File: config.mk
export PLATFORM = sky130hd
export DESIGN_NAME = prng_arbiter
export DESIGN_NICKNAME = d
export VERILOG_FILES = /design/src/rtl/prng_arbiter.sv
export SDC_FILE = /design/constraint.sdc
export NUM_CORES = 1
export LEC_CHECK = 0
export BUFFER_PORTS_ARGS = -buffer_cell sky130_fd_sc_hd__clkbuf_2
export CAP_MARGIN = 10
export CORE_MARGIN = 4
export CORE_UTILIZATION = 45
export CTS_CLUSTER_DIAMETER = 80
export DETAILED_ROUTE_END_ITERATION = 8
export PLACE_DENSITY = 0.91
export SETUP_SLACK_MARGIN = 0.1
export SLEW_MARGIN = 20
export SYNTH_ARGS = -nofsm -noshare
export SYNTH_HDL_FRONTEND = slang
export SYNTH_SLANG_ARGS = --single-unit
export TNS_END_PERCENT = 50
File: constraint.sdc
create_clock -name clock -period 6.8 [get_ports clock]
set_input_delay 0.68 -clock clock [delete_from_list [all_inputs] [get_ports clock]]
set_output_delay 0.68 -clock clock [all_outputs]
set_load 0.05 [all_outputs]
File: src/rtl/prng_arbiter.sv
// prng_arbiter: seeds and warms up the LFSR/CA generator, then round-robins fresh samples to NUM_REQ requesters; 1-cycle grant-to-sample latency, no backpressure (req levels).
// Optional delivered-sample counter is built only when PRNG_ARB_STATS_EN is defined; otherwise sample_count is tied to 0.
module prng_arbiter #(
  parameter int NUM_REQ       = 4,
  parameter int SEED_size     = 43,
  parameter int OUT_size      = 32,
  parameter int WARMUP_CYCLES = 64,
  parameter logic [SEED_size-1:0] DEFAULT_SEED = 43'h5A5_C3C3_A5A5
) (
  input  logic                       clock,
  input  logic                       reset,
  input  logic [SEED_size-1:0]       seed_in,
  input  logic                       reseed,
  input  logic [NUM_REQ-1:0]         req,
  output logic [NUM_REQ-1:0]         grant,
  output logic                       ready,
  output logic                       sample_valid,
  output logic [$clog2(NUM_REQ)-1:0] sample_id,
  output logic [OUT_size-1:0]        sample_data,
  output logic [31:0]                sample_count,
  output logic [SEED_size-1:0]       prng_seed,
  output logic                       prng_reset,
  output logic                       prng_enable,
  output logic                       prng_fetch,
  input  logic [OUT_size-1:0]        prng_data
);

  localparam int IDW = $clog2(NUM_REQ);
  localparam logic [IDW-1:0] LAST_IDX  = IDW'(NUM_REQ - 1);
  localparam logic [IDW-1:0] ONE_IDX   = IDW'(1);
  localparam logic [15:0]    WARM_LAST = 16'(WARMUP_CYCLES - 1);

  typedef enum logic [1:0] {RST, SEED, WARMUP, SERVE} state_t;

  state_t               state;
  logic [SEED_size-1:0] seed_q;
  logic [SEED_size-1:0] seed_sel;
  logic [15:0]          warm_cnt;
  logic [IDW-1:0]       rr_ptr;
  logic [IDW-1:0]       gnt_idx;
  logic [IDW-1:0]       cand;
  logic                 gnt_any;

  // A zero seed would lock the LFSR, so it is replaced at every load point.
  assign seed_sel = (seed_in == '0) ? DEFAULT_SEED : seed_in;

  always_comb begin
    gnt_any = 1'b0;
    gnt_idx = '0;
    cand    = rr_ptr;
    grant   = '0;
    if (state == SERVE && !reseed) begin
      for (int i = 0; i < NUM_REQ; i++) begin
        if (!gnt_any && req[cand]) begin
          gnt_any = 1'b1;
          gnt_idx = cand;
        end
        cand = (cand == LAST_IDX) ? '0 : cand + ONE_IDX;
      end
      grant[gnt_idx] = gnt_any;
    end
  end

  always_ff @(posedge clock) begin
    if (!reset) begin
      state        <= RST;
      seed_q       <= seed_sel;
      warm_cnt     <= '0;
      rr_ptr       <= '0;
      sample_valid <= 1'b0;
      sample_id    <= '0;
    end else begin
      sample_valid <= gnt_any;
      if (gnt_any) sample_id <= gnt_idx;
      case (state)
        RST: state <= SEED;
        SEED: begin
          warm_cnt <= '0;
          if (reseed) seed_q <= seed_sel;
          else        state  <= WARMUP;
        end
        WARMUP: begin
          if (reseed) begin
            seed_q   <= seed_sel;
            warm_cnt <= '0;
            state    <= SEED;
          end else if (warm_cnt == WARM_LAST) begin
            state <= SERVE;
          end else begin
            warm_cnt <= warm_cnt + 16'd1;
          end
        end
        SERVE: begin
          if (reseed) begin
            seed_q <= seed_sel;
            state  <= SEED;
          end else if (gnt_any) begin
            rr_ptr <= (gnt_idx == LAST_IDX) ? '0 : gnt_idx + ONE_IDX;
          end
        end
        default: state <= RST;
      endcase
    end
  end

  // Each grant both latches a sample and advances the generator, so no sample repeats.
  assign ready       = (state == SERVE);
  assign prng_seed   = seed_q;
  assign prng_reset  = (state == RST) || (state == SEED);
  assign prng_enable = (state == WARMUP) || gnt_any;
  assign prng_fetch  = gnt_any;
  assign sample_data = prng_data;

`ifdef PRNG_ARB_STATS_EN
  logic [31:0] count_q;
  always_ff @(posedge clock) begin
    if (!reset)            count_q <= '0;
    else if (sample_valid) count_q <= count_q + 32'd1;
  end
  assign sample_count = count_q;
`else
  assign sample_count = '0;
`endif

endmodule

**Word-level counts from Yosys, hierarchy flattened**

Cells that the tools add are included.

- Flip-flop bits (word level): 66
- Input port bits: 82
- Output and inout port bits: 118

- $add $sub $neg: 5
- Magnitude comparators: 6
- Equality and inequality tests: 14
- Muxes and demuxes: 42
- Bitwise logic cells: 2
- Reduce and logical (&&, ||, !) cells: 19

Operators with widths:

| cell | number |
|---|---|
| 2-to-1 mux 43 bit | 4 |
| zero test 43 bit | 1 |
| 2-to-1 mux 16 bit | 2 |
| case mux 16 bit (2 select lines) | 1 |
| 2-to-1 mux 2 bit | 14 |
| adder 16 x 1 -> 16 bit, second input constant | 1 |
| == test 16 x 6 -> 1 bit, second input constant | 1 |
| < comparator 2 x 3 -> 1 bit, second input constant | 5 |
| 2-to-1 mux 1 bit | 14 |
| == test 2 bit, second input constant | 6 |
| adder 2 x 1 -> 2 bit, second input constant | 4 |
| binary-select mux 1 bit (select 2 bit) | 4 |
| case mux 2 bit (4 select lines) | 1 |
| != test 2 bit, second input constant | 3 |
| != test 3 bit, second input constant | 2 |
| AND reduction 3 bit | 2 |
| logical AND 1 bit | 5 |
| AND 4 bit | 1 |
| zero test 1 bit | 4 |
| 2-to-1 mux 4 bit | 1 |
| AND reduction 2 bit | 2 |
| OR reduction 3 bit | 1 |
| demux 1 bit (select 2 bit) | 1 |
| == test 2 x 1 -> 1 bit, second input constant | 1 |
| 6 further kinds | 7 |

**Longest topological paths before layout**

- Depth after elaboration: 22
- Gate-level depth with buffers: 11
- Depth with buffers taken out: 9

**Worst setup path after synthesis**

Ideal clock, no wire load.

- Path type: input to register
- Start: in reseed
- End: reg seed_q[0], in the netlist prng_seed[0], enable pin
- Library setup time: 503 ps
- Arrival: 3,796 ps
- Setup slack: 2,501 ps
- Cell stages on the path: 2
- Buffers on the path: 0
- Cells stage by stage: inv_1 o21ai_0

- Longest elaborated chain between the ends: 2

Ends and longest elaborated chain:

| element | line | RTL |
|---|---|---|
| from (decl) | 13 | `input logic reseed,` |
| != test 2 x 1 -> 1 bit (no line) | n/a |  |
| AND reduction 2 bit (no line) | n/a |  |
| to (signal assigned) | 67 | `seed_q <= seed_sel;` |
| to (signal assigned) | 79 | `if (reseed) seed_q <= seed_sel;` |
| to (signal assigned) | 84 | `seed_q <= seed_sel;` |
| to (decl) | 36 | `logic [SEED_size-1:0] seed_q;` |

Every way passes these cells.
A chain may end at the register's enable or synchronous reset.

**Worst setup path in the final report**

- Start: reg rr_ptr[0]
- End: out grant[2]

- Longest elaborated chain between the ends: 22
- Elaborated cells between the ends (all ways): 43
- Classes of those cells: 3 x add/sub; 2 x order compare; 3 x eq/ne; 27 x mux; 1 x bitwise; 7 x reduce/logical

Ends and longest elaborated chain:

| element | line | RTL |
|---|---|---|
| from (decl) | 39 | `logic [IDW-1:0] rr_ptr;` |
| from (signal assigned) | 98 | `rr_ptr <= (gnt_idx == LAST_IDX) ? '0 : gnt_idx + ONE_IDX;` |
| parallel branches: the longest is 20 deep, another holds < comparator 2 x 3 -> 1 bit | n/a |  |
| AND 4 bit (no line) * | n/a |  |
| 2-to-1 mux 4 bit * | 52 | `if (state == SERVE && !reseed) begin` |
| to (decl) | 15 | `output logic [NUM_REQ-1:0] grant,` |

Mark *: on every way between the ends. The select of a mux whose other input is x is not followed.

==> results_dict.tcl <==
set metrics [dict create \
    overflow 0 \
    fin_nets 508 \
    synthesis.area_um2 3724 \
    finalCritPeriodShare_pct 62.15 \
    synth_top_cell_by_area "edfxtp_1" \
    dr.pass1.iters 4 \
    cts_max_path_buffers 2 \
    combinationalPowerShare_pct 21.1 \
    clock_latency_ns 0.33 \
    yosysTopAreaCellShare_pct 34.68 \
    required_ns 6.12 \
    synth_edf_count 43 \
    fin_worst_skew_ns 0.006324 \
    ys_types 56 \
    max_freq_ghz 0.2366 \
    route.detailed.drc 0 \
    place_area_um2 3902 \
    via_per_inst 5.135 \
    diodes 0 \
    leakage_uw 0.001731 \
    wl_mm 7.758 \
    rsz0062_at_grt "no" \
    postCtsSetupBuffers 0 \
    antenna_found_initial 0 \
    cp_common_cell "a32oi_1" \
    synth_area_leaders "edfxtp_1 (35%), buf_4 (13%), dfxtp_1 (12%), or2_2 (3.9%), ha_1 (2.7%)" \
    worst-slew-pin-transition_ns 0.7819 \
    synth_seq_area_share_pct 47.04 \
    cp-end-kind "output pin" \
    p_int_uw 669.5 \
    die_w_um 98.97 \
    drive_gt1_share_pct 36.88 \
    io_pins 200 \
    p_clk_share_pct 32.9 \
    grt_pass1_wl_mm 12.12 \
    crit_fanout 24 \
    vias 2696 \
    cp_slowest_cell "dfxtp_1" \
    path_delay_family "compound AO/OA/AOI/OAI gates" \
    post-route-min-period_ns 4.226 \
    grt_pass1_vias 2534 \
    drv_cap 0 \
    rows 32 \
    path_clk_slew_ns 0.07 \
    dieArea_um2 9794 \
    grt_max_degree 44 \
    seq_power_share_pct 46.1 \
    die_h_um 98.97 \
    swShare_pct 32.99 \
    synth_area_per_cell_um2 10.23 \
    crit_path_start_kind "flop" \
    cp_slowest_stage_delay_ns 0.83 \
    ir_drop_v 0.0001119 \
    hold_class "flop to flop" \
    fin_setup_tns_ns 0 \
    port_buffers 103 \
    slew_violations 0 \
    max_slew_margin_pct 47.80 \
    crit_chain "ha_1 > xor2_1 > a32oi_1 > o22ai_1 > a32oi_1 > o211ai_2 > nor2_1 > and2_1 > clkbuf_2" \
    cts_tree "yes" \
    synth_ff_type "edfxtp_1" \
    critPathKind "flop to output pin" \
    finalSetupViolations 0 \
    p_sw_uw 329.7 \
    yosys_warnings 0 \
    yosys-top-cells-count "buf_4 (65), edfxtp_1 (43), nor2_1 (26), clkbuf_1 (25)" \
    ys_seq_elements 66 \
    htree_levels 3 \
    p_per_area_nw_per_um2 243.5 \
    drt_iter0_markers 132 \
    start_util_pct 47.21 \
    ctsResizeCount 0 \
    synth_most_common_cell "buf_4" \
    gp_congestion 0.8412 \
    async_reset_ff_share_pct 0 \
    postCtsHoldBufs 0 \
    worstPathBufferInverterCount 1 \
    cts-root-buf "clkbuf_8" \
    finalHoldViolCount 0 \
    finish.instance_area_um2 4103 \
    wl_per_cell_um 14.78 \
    syn_inst 364 \
    syn_to_final_growth_pct 10.18 \
    hpwl_mm 6.020 \
    status "completed" \
    track_usage_pct 15.32 \
    coreArea_um2 7888 \
    numCtsBuffers 9 \
    ant_nets 0 \
    worstPathArrival_ns 3.55 \
    cts_sinks 66 \
]
[cells by family after synthesis]
group                      Yosys count  synth area share, %
AOI/OAI and AO/OA                   43                8.771
adders and majority gates            8                2.688
DFF                                 66                47.04
buffers and inverters              100                17.10
other                                1               0.1007
and+or+nand+nor                    122                18.25
xor gates and xnor gates            13                3.058
muxes                               11                2.991
[stage by stage]
stage               total power (uW)  std cells  hold slack [ns]  util (%)  worst slack (ns)
floorplan                      699.8        395           0.4770         -             2.501
global placement               674.8        509           0.4912     49.48             3.108
detailed placement             680.2        509           0.5079     49.48             2.984
CTS                             1008        525           0.5214     52.01             2.614
global route                    1044        525           0.5175     52.01             2.359
finish                         999.2        525           0.5151     52.01             2.574
[power by group through the flow]
stage                     clock, uW  sequential [uW]  combinational (uW)
after floorplan                   0              543                 157
after global placement            0              468                 207
after detailed placement          0              470                 210
after CTS                       337              461                 211
after global routing            360              462                 222
final                           329              460                 210
[flip-flops by register name, indices dropped and copies added, names as in the netlist]
signal        flops
prng_seed        43
warm_cnt         16
rr_ptr            2
sample_id         2
state             2
sample_valid      1
[routing by layer]
layer	global-route usage [%]	vias to the layer above	part of all wire, %	wire length (um)
met1	17.95	1261	39	3034
met5	0	-	0	0
met3	4.176	16	9.5	735
met4	6.618	0	1.8	137
met2	26.24	145	50	3850
li1	-	1274	-	-
[cell usage in the layout (no fill, tap or decap), types with 4 or more instances in the layout]
master	Yosys	layout
nor4_1	12	12
o21a_1	4	4
nand3_1	10	10
nor2b_1	4	4
inv_1	4	4
clkbuf_2	1	103
clkbuf_8	0	9
xnor2_1	5	5
nor2_1	26	26
nand4_1	5	5
edfxtp_1	43	43
a21oi_1	5	5
nor3_1	7	7
o21ai_0	10	9
dfxtp_1	23	23
ha_1	8	8
conb_1	1	32
and2_1	6	6
nand2_1	13	13
xor2_1	8	8
mux2i_1	10	10
or2_2	23	23
[area by class of cell]
class | count | area (um2)
fill | 693 | 3785
tap | 102 | 127.6
multi-input combinational | 229 | 1463
inverter | 6 | 22.52
timing repair buffer | 106 | 538.0
sequential | 66 | 1752
clock inverter | 7 | 76.32
clock buffer | 9 | 123.9
[final timing paths]
check                                 start                         to  slack [ns]  cells after the start
setup / recovery     rr_ptr[0]$_SDFFE_PN0P_                   grant[2]        2.57                      9
hold / removal    sample_id[0]$_SDFFE_PN0P_  sample_id[0]$_SDFFE_PN0P_        0.52                      2
setup reg to reg     rr_ptr[0]$_SDFFE_PN0P_     rr_ptr[1]$_SDFFE_PN0P_        3.73                      8
hold reg to reg   sample_id[0]$_SDFFE_PN0P_  sample_id[0]$_SDFFE_PN0P_        0.52                      2
[worst reg2reg max path, stage by stage, from the launching register on]
cell and delay, ns:
dfxtp_1 0.83, ha_1 0.65, mux2i_1 0.19, or4b_1 0.48, o2111a_1 0.14, nand3b_4 0.15
a22o_4 0.27, xnor2_1 0.16, a21oi_1 0.08
Power figures use the tool's default switching activity.
